## src/rtl/csa_mult_pkg.sv

```systemverilog
// Shared types and helpers for the carry-save sequential multiplier.
package csa_mult_pkg;

  localparam int unsigned N_DEF = 16;
  localparam int unsigned PW    = 2 * N_DEF;
  localparam int unsigned CW    = $clog2(N_DEF);

  typedef enum logic [1:0] {
    IDLE,
    ACCUM,
    RESOLVE
  } state_e;

  function automatic logic maj3(input logic x, input logic y, input logic z);
    return (x & y) | (x & z) | (y & z);
  endfunction

endpackage

```

## src/rtl/csa_seq_multiplier_compress_row.sv

```systemverilog
// One W-wide row of 3:2 full-adder cells; the carry vector leaves pre-shifted by one.
module csa_compress_row
  import csa_mult_pkg::*;
#(
  parameter int unsigned W = PW
) (
  input  logic [W-1:0] x,
  input  logic [W-1:0] y,
  input  logic [W-1:0] z,
  output logic [W-1:0] s,
  output logic [W-1:0] c
);

  // The top cell's majority would shift out of the word, so it is never built.
  logic [W-2:0] w_maj;

  for (genvar i = 0; i < W - 1; i++) begin : g_cell
    assign w_maj[i] = maj3(x[i], y[i], z[i]);
  end

  assign s = x ^ y ^ z;
  assign c = {w_maj, 1'b0};

endmodule

```

## src/rtl/csa_seq_multiplier.sv

```systemverilog
// Sequential unsigned N x N multiplier: one carry-save row per cycle, then one resolve add.
// Define CSA_MULT_EARLY_EXIT_EN to leave ACCUM as soon as the remaining multiplier bits are zero.
module csa_seq_multiplier
  import csa_mult_pkg::*;
#(
  parameter int unsigned N = N_DEF
) (
  input  logic           clk,
  input  logic           rst,
  input  logic           start,
  input  logic [N-1:0]   a,
  input  logic [N-1:0]   b,
  output logic           busy,
  output logic           done,
  output logic [2*N-1:0] product
);

  localparam int unsigned P_W   = 2 * N;
  localparam int unsigned CNT_W = $clog2(N);

  state_e           r_state;
  state_e           w_next;
  logic [P_W-1:0]   r_a_sh;
  logic [N-1:0]     r_b_sh;
  logic [P_W-1:0]   r_sum;
  logic [P_W-1:0]   r_carry;
  logic [CNT_W-1:0] r_cnt;
  logic [P_W-1:0]   w_pp;
  logic [P_W-1:0]   w_s;
  logic [P_W-1:0]   w_c;
  logic             w_last;

`ifdef CSA_MULT_EARLY_EXIT_EN
  assign w_last = (r_cnt == CNT_W'(N - 1)) || (r_b_sh[N-1:1] == '0);
`else
  assign w_last = (r_cnt == CNT_W'(N - 1));
`endif

  // NOTE: state registers use non-blocking assignments so every flop samples pre-edge values.
  always_ff @(posedge clk) begin
    if (rst) r_state <= IDLE;
    else     r_state <= w_next;
  end

  // NOTE: w_next gets its default before the case so no path leaves it unassigned (no latch).
  always_comb begin
    w_next = r_state;
    case (r_state)
      IDLE:    if (start) w_next = ACCUM;
      ACCUM:   if (w_last) w_next = RESOLVE;
      RESOLVE: w_next = IDLE;
      default: w_next = IDLE;
    endcase
  end

  assign busy = (r_state != IDLE);
  assign w_pp = r_b_sh[0] ? r_a_sh : '0;

  csa_compress_row #(.W(P_W)) u_row (
    .x (r_sum),
    .y (r_carry),
    .z (w_pp),
    .s (w_s),
    .c (w_c)
  );

  always_ff @(posedge clk) begin
    if (rst) begin
      r_sum   <= '0;
      r_carry <= '0;
      r_cnt   <= '0;
      product <= '0;
      done    <= 1'b0;
    end else begin
      done <= 1'b0;
      case (r_state)
        IDLE: begin
          if (start) begin
            r_sum   <= '0;
            r_carry <= '0;
            r_cnt   <= '0;
          end
        end
        ACCUM: begin
          r_sum   <= w_s;
          r_carry <= w_c;
          r_cnt   <= r_cnt + CNT_W'(1);
        end
        RESOLVE: begin
          product <= r_sum + r_carry;
          done    <= 1'b1;
        end
        default: ;
      endcase
    end
  end

  // NOTE: the operand shifters are always loaded on an accepted start, so they carry no reset.
  always_ff @(posedge clk) begin
    if (r_state == IDLE && start) begin
      r_a_sh <= {{N{1'b0}}, a};
      r_b_sh <= b;
    end else if (r_state == ACCUM) begin
      r_a_sh <= r_a_sh << 1;
      r_b_sh <= r_b_sh >> 1;
    end
  end

endmodule
```

## config.mk

```make
export PLATFORM = sky130hd
export DESIGN_NAME = csa_seq_multiplier
export DESIGN_NICKNAME = d
export VERILOG_FILES = /design/src/rtl/csa_mult_pkg.sv /design/src/rtl/csa_seq_multiplier_compress_row.sv /design/src/rtl/csa_seq_multiplier.sv
export SDC_FILE = /design/constraint.sdc
export NUM_CORES = 1
export LEC_CHECK = 0
export BUFFER_PORTS_ARGS = -buffer_cell sky130_fd_sc_hd__buf_2
export CAP_MARGIN = 5
export CORE_ASPECT_RATIO = 0.75
export CORE_MARGIN = 2
export CORE_UTILIZATION = 25
export CTS_CLUSTER_DIAMETER = 100
export DETAILED_ROUTE_END_ITERATION = 12
export HOLD_SLACK_MARGIN = 0.06
export SLEW_MARGIN = 20
export SYNTH_ARGS = -nofsm -noshare
export SYNTH_HDL_FRONTEND = slang
export SYNTH_SLANG_ARGS = --single-unit
```

## constraint.sdc

```tcl
create_clock -name clk -period 4.8 [get_ports clk]
set_clock_uncertainty 0.15 [all_clocks]
set_input_delay 0.48 -clock clk [delete_from_list [all_inputs] [get_ports clk]]
set_output_delay 0.48 -clock clk [all_outputs]
set_load 0.01 [all_outputs]
```

==> flow_summary.json, run 1 <==
{
  "die_area_um2": 32000,
  "tightest_slew_ps": 1040,
  "syn_avg_cell_area_um2": 10.1,
  "start_util_pct": 25.4,
  "rows": 55,
  "synth_top_area_share_pct": 30.9,
  "ir_worst_vdd_mv": 0.229,
  "fillers": 3126,
  "finalSetupViolations": 0,
  "syn_inst": 755,
  "grt_usage_pct": 11.9,
  "yosys_warnings": 0,
  "crit_required_ps": 5000,
  "avgViaCountPerCell": 4.64,
  "worstHoldPathType": "in2reg",
  "fin_area_um2": 9020,
  "critPathMaxFanout": 4,
  "die_w_um": 206,
  "cts_tree": "built",
  "max_slew_margin_pct": 30.5,
  "drcViolationCount": 0,
  "critPathKind": "reg2reg",
  "core_area_um2": 30100,
  "antenna_found_initial": 2,
  "cts_made_buffers": 17,
  "p_leak_nw": 3.63,
  "detail_route.wl_per_cell_um": 14.9,
  "crit_path_start_kind": "flip-flop",
  "grt_pass1_wl_mm": 29.6,
  "clk_pin_slew_worst_paths_ps": 70,
  "clockRootBuffer": "clkbuf_16",
  "dp_hpwl_mm": 13.4,
  "post_cts_resized": 0,
  "num_io_pins": 69,
  "multiInputGateArea_um2": 4180,
  "hold_viol_final": 0,
  "setup_slack_ps": 2040,
  "timing.final.crit_share_pct": 57.4,
  "ys_types": 58,
  "grt_pass1_vias": 5213,
  "cp-end-kind": "flip-flop",
  "cp.arrival_ps": 2960,
  "dpl-instance-area_um2": 8430,
  "synthFlopType": "dfxtp_1",
  "hold_buffers": 0,
  "syn2layout_area_growth_pct": 17.8,
  "synthArstFlopShare_pct": 0,
  "syn_nets": 853,
  "crit_family": "compound AO/OA/AOI/OAI gates",
  "status": "completed",
  "drtIter0Drc": 392,
  "slowest_delay_ps": 440,
  "setup_tns_ps": 0,
  "crit_chain": "ha_1 -> inv_1 -> fa_1 -> nand2b_1 -> a21oi_1 -> o21ai_2 -> o211ai_2 -> a31oi_1 -> or4_1 -> o211ai_2",
  "cp_slowest_cell": "or4_1",
  "drive_gt1_share_pct": 18.9,
  "yosysMostFrequentCell": "dfxtp_1",
  "syn_area_um2": 7650,
  "grt_start_max_net_pins": 53,
  "synth_seq_area_share_pct": 43.4,
  "firstDrtPassIters": 5,
  "antenna_left": 0,
  "yosysTopAreaCell": "dfxtp_1",
  "synthTopCellsByArea": "dfxtp_1, edfxtp_1, fa_1",
  "synth_edf_count": 32,
  "finalNonFillerCells": 1221,
  "clk_latency_ps": 430,
  "drv_cap": 0,
  "cts_max_path_buffers": 2,
  "io_buffers": 68,
  "post-route-min-period_ps": 2760,
  "synth_common_cells": "dfxtp_1, nand2_1, a21oi_1",
  "max_freq_mhz": 363,
  "dpl_worst_slack_ps": 2050,
  "dp.cells": 1188,
  "die_height_um": 156,
  "crit_buf_inv": 1,
  "num_vias": 5669,
  "crit_top_cell": "o211ai_2",
  "post_cts_buffers": 0,
  "rsz0062_at_grt": "false",
  "cts_sinks": 150,
  "fin_nets": 906,
  "grt_overflow_total": 0,
  "p_per_area_nw_per_um2": 324,
  "htree_num_levels": 4,
  "ys_ff_latch": 150,
  "gp_congestion": 0.830,
  "maxSlewViolCount": 0,
  "finalWirelength_mm": 18.2,
  "register_area_um2": 3320
}
[per-stage QoR]
step | total power (W) | util [%] | hold slack [ps]
floorplan | 0.00155 | - | 287
global placement | 0.00162 | 27.9 | 286
detailed placement | 0.00163 | 28.0 | 292
CTS | 0.00296 | 29.9 | 162
global route | 0.00305 | 29.9 | 170
finish | 0.00292 | 29.9 | 178
[power by group]
group | total [W] | switching [W] | leakage, nW | internal, W
Clock | 0.00132 | 0.000579 | 0.273 | 0.000740
Sequential | 0.00138 | 0.0000350 | 1.27 | 0.00135
Combinational | 0.000215 | 0.000123 | 2.08 | 0.0000914
[routing by layer]
layer,vias up,track usage [%],part of all wire [%],routed length [µm]
met5,-,0,0.071,13
li1,2847,-,-,-
met3,10,3.34,6.1,1100
met4,2,3.30,0.69,125
met2,140,14.0,35,6440
met1,2670,19.9,58,10500
[placed cells by master (no fill, tap or decap), types with 13 or more instances in the layout]
cell type	n
buf_2	68
nand2_1	96
edfxtp_1	32
nand4_1	13
dfxtp_1	118
a22o_1	63
a21oi_1	68
o21ai_0	14
ha_1	32
and2_1	33
clkbuf_16	17
mux2_2	31
nor2_1	36
fa_1	31
[final timing paths]
kind | endpoint | cells after the start | slack (ps) | start
worst max-delay path | product[29] | 10 | 2040 | r_sum[1]
worst max register to register | product[29] | 10 | 2040 | r_sum[1]
worst min-delay path | r_b_sh[15] | 2 | 180 | b[15]
worst min register to register | product[18] | 2 | 290 | product[18]
[cell type report]
class                      count  area share [%]
tap                          399            5.54
multi-input combinational    557            46.3
sequential                   150            36.9
clock inverter                14            1.55
timing repair buffer          74            4.50
clock buffer                  18            4.87
inverter                       8           0.333
antenna                        1          0.0278
[cell families after synthesis]
kind of cell             after synthesis  share of synthesized area, %
XOR/XNOR                              22                          2.52
AO/OA/AOI/OAI                        205                          18.6
adder cells (fa/ha/maj)               63                          13.3
buffers and inverters                 48                          2.47
flip-flops                           150                          43.4
multiplexers                          34                          4.95
AND/OR/NAND/NOR                      233                          14.7
[flip-flops by register name, indices dropped and copies added (netlist names)]
| name | count |
|---|---|
| product | 32 |
| r_a_sh | 32 |
| r_sum | 32 |
| r_carry | 31 |
| r_b_sh | 16 |
| r_cnt | 4 |
| r_state | 2 |
| done | 1 |
Note: power is estimated with default switching activity, not from simulation.
==> run 2, diff against run 1 <==
clock period = 2.4 ns   (was 4.8 ns; I/O delays follow)
==> run 2 against run 1 <==
Compared with the run above: critical endpoint is now product[25]; critical path type unchanged; cell area is 11% higher; highest routed layer is now met4; sequential power grew 99%; worst hold slack got worse by 11 ps; wire length rose by 4.7%.
==> flow_summary.json, run 2 (synthesis gave the netlist of run 1 again) <==
{
  "hold-path-cell-count": 3,
  "critPathKind": "reg2reg",
  "cts_max_path_buffers": 2,
  "max_slew_margin_pct": 37.8,
  "max_freq_mhz": 425,
  "clkPwrFrac_pct": 45.1,
  "crit_family": "simple AND/OR/NAND/NOR gates",
  "start_util_pct": 25.4,
  "critPathMaxFanout": 3,
  "finalNonFillerCells": 1310,
  "fillers": 3096,
  "drtIter0Drc": 367,
  "cp-end-kind": "flip-flop",
  "grt_overflow_total": 0,
  "status": "completed",
  "intPower_w": 0.00436,
  "setup_tns_ps": 0,
  "p_comb_share_pct": 9.0,
  "fin_nets": 994,
  "largestRegisters": "product x32, r_a_sh x32, r_sum x32",
  "die_area_um2": 32000,
  "cp.arrival_ps": 2580,
  "avgViaCountPerCell": 4.60,
  "p_per_area_nw_per_um2": 598,
  "grt_pass1_vias": 5723,
  "antenna_left": 0,
  "io_buffers": 68,
  "grt_pass1_wl_mm": 31.2,
  "hold_viol_final": 0,
  "antenna_found_initial": 1,
  "cts_tree": "built",
  "worstHoldPathType": "in2reg",
  "clk_latency_ps": 430,
  "clk_pin_slew_worst_paths_ps": 70,
  "gp_congestion": 0.834,
  "grt_start_max_net_pins": 64,
  "r2r_cells": 10,
  "dp.cells": 1240,
  "rsz0062_at_grt": "true",
  "die_w_um": 206,
  "slowest_delay_ps": 430,
  "firstDrtPassIters": 5,
  "hold_start": "rst",
  "drv_cap": 0,
  "num_vias": 6029,
  "core_area_um2": 30100,
  "dp_hpwl_mm": 13.7,
  "tightest_slew_ps": 931,
  "drcViolationCount": 0,
  "r2r_start": "r_carry[1]",
  "finalWirelength_mm": 19.0,
  "p_leak_nw": 4.06,
  "cp_slowest_cell": "or4_1",
  "drive_gt1_share_pct": 27.8,
  "reg2reg_slack_ps": 50,
  "switching_share_pct": 27.2,
  "die_height_um": 156,
  "final_cell_mix": "dfxtp_1, nand2_1, buf_2, a22o_1",
  "cts_made_buffers": 17,
  "clockRootBuffer": "clkbuf_16",
  "r2r_end": "product[25]",
  "ir_worst_vdd_mv": 0.383,
  "detail_route.wl_per_cell_um": 14.5,
  "p_seq_share_pct": 45.9,
  "crit_buf_inv": 1,
  "crit_path_start_kind": "flip-flop",
  "cts_sinks": 150,
  "crit_required_ps": 2620,
  "grt_usage_pct": 12.3,
  "post-route-min-period_ps": 2350,
  "maxSlewViolCount": 0,
  "crit_chain": "ha_4 -> inv_2 -> fa_2 -> nand2b_4 -> a21oi_4 -> o21ai_2 -> o211ai_2 -> a31oi_2 -> or4_1 -> nand3_1",
  "fin_total_pwr_w": 0.00598,
  "critical_path_cell_count": 10,
  "finalSetupViolations": 0,
  "hold_path_end": "r_state[0]",
  "p_switching_w": 0.00163,
  "timing.final.crit_share_pct": 98.1,
  "syn2layout_area_growth_pct": 30.8,
  "htree_num_levels": 4,
  "layout_commonest_cell": "dfxtp_1",
  "rows": 55,
  "num_io_pins": 69
}
-- run 2: cell count changes in the layout (fill, tap and decap cells not counted), moves of 7 or more --
cell / delta
buf_4: +56
dlygate4sd3_1: +32
ha_1: -13
dfxtp_1: -8
ha_4: +8
a21oi_1: -7
dfxtp_2: +7
-- run 2: layout make-up --
| cell class | instances | area (µm²) | share of cell area, % |
|---|---|---|---|
| sequential | 150 | 3340 | 33.3 |
| timing repair buffer | 162 | 1140 | 11.4 |
| multi-input combinational | 557 | 4400 | 43.9 |
| clock buffer | 17 | 425 | 4.25 |
| inverter | 8 | 30.0 | 0.300 |
| antenna | 2 | 5.00 | 0.0500 |
| clock inverter | 15 | 179 | 1.79 |
| tap | 399 | 499 | 4.99 |
-- run 2: what timing repair did --
item                                    4_1_cts  5_1_grt
endpoints found under the setup margin        4       17
hold buffers                                 32        0
buffers inserted                              1        3
endpoints found under the hold margin        32        0
pin swaps                                     3       12
resized for setup                             0       39
-- run 2: power groups by stage --
stage               combinational, W  clock, W  sequential [W]
detailed placement          0.000492         0         0.00280
global placement            0.000483         0         0.00280
CTS                         0.000533   0.00276         0.00274
global route                0.000600   0.00288         0.00276
finish                      0.000540   0.00270         0.00275
floorplan                   0.000309         0         0.00279
-- run 2: how the worst max path moves through the flow --
stage	start	end	slack (ps)
6_report	r_carry[1]	product[25]	50
5_1_grt	r_sum[16]	product[25]	-80
4_1_cts	r_sum[11]	product[20]	3
3_5_place_dp	r_carry[1]	product[29]	-30
3_3_place_gp	r_carry[1]	product[29]	-10
2_1_floorplan	r_sum[1]	product[29]	7
-- run 2: worst register-to-register path, stage by stage, from the launching register on --
cell and delay (ps):
dfxtp_4 360, ha_4 130, inv_2 30, fa_2 330
nand2b_4 160, a21oi_4 180, o21ai_2 90, o211ai_2 220
a31oi_2 140, or4_1 430, nand3_1 80
-- run 2: per-layer routing --
layer  share of wire [%]  wire, µm  GRT usage [%]  up-vias
li1                    -         -              -     3019
met1                  55     10400           19.7     2841
met2                  39      7420           16.1      150
met3                 5.3      1010           3.01       19
met4                0.85       162           2.82        0
met5                   0         0              0        -
-- run 2: per-stage QoR --
step	setup slack [ps]	util [%]	hold WS, ps	area [µm²]
after floorplan	6.98	-	287	7700
after global placement	-11.5	29.4	285	8860
after detailed placement	-25.4	29.4	293	8860
after CTS	2.83	32.5	143	9790
after global routing	-80.8	33.2	183	10000
final	46.2	33.2	167	10000
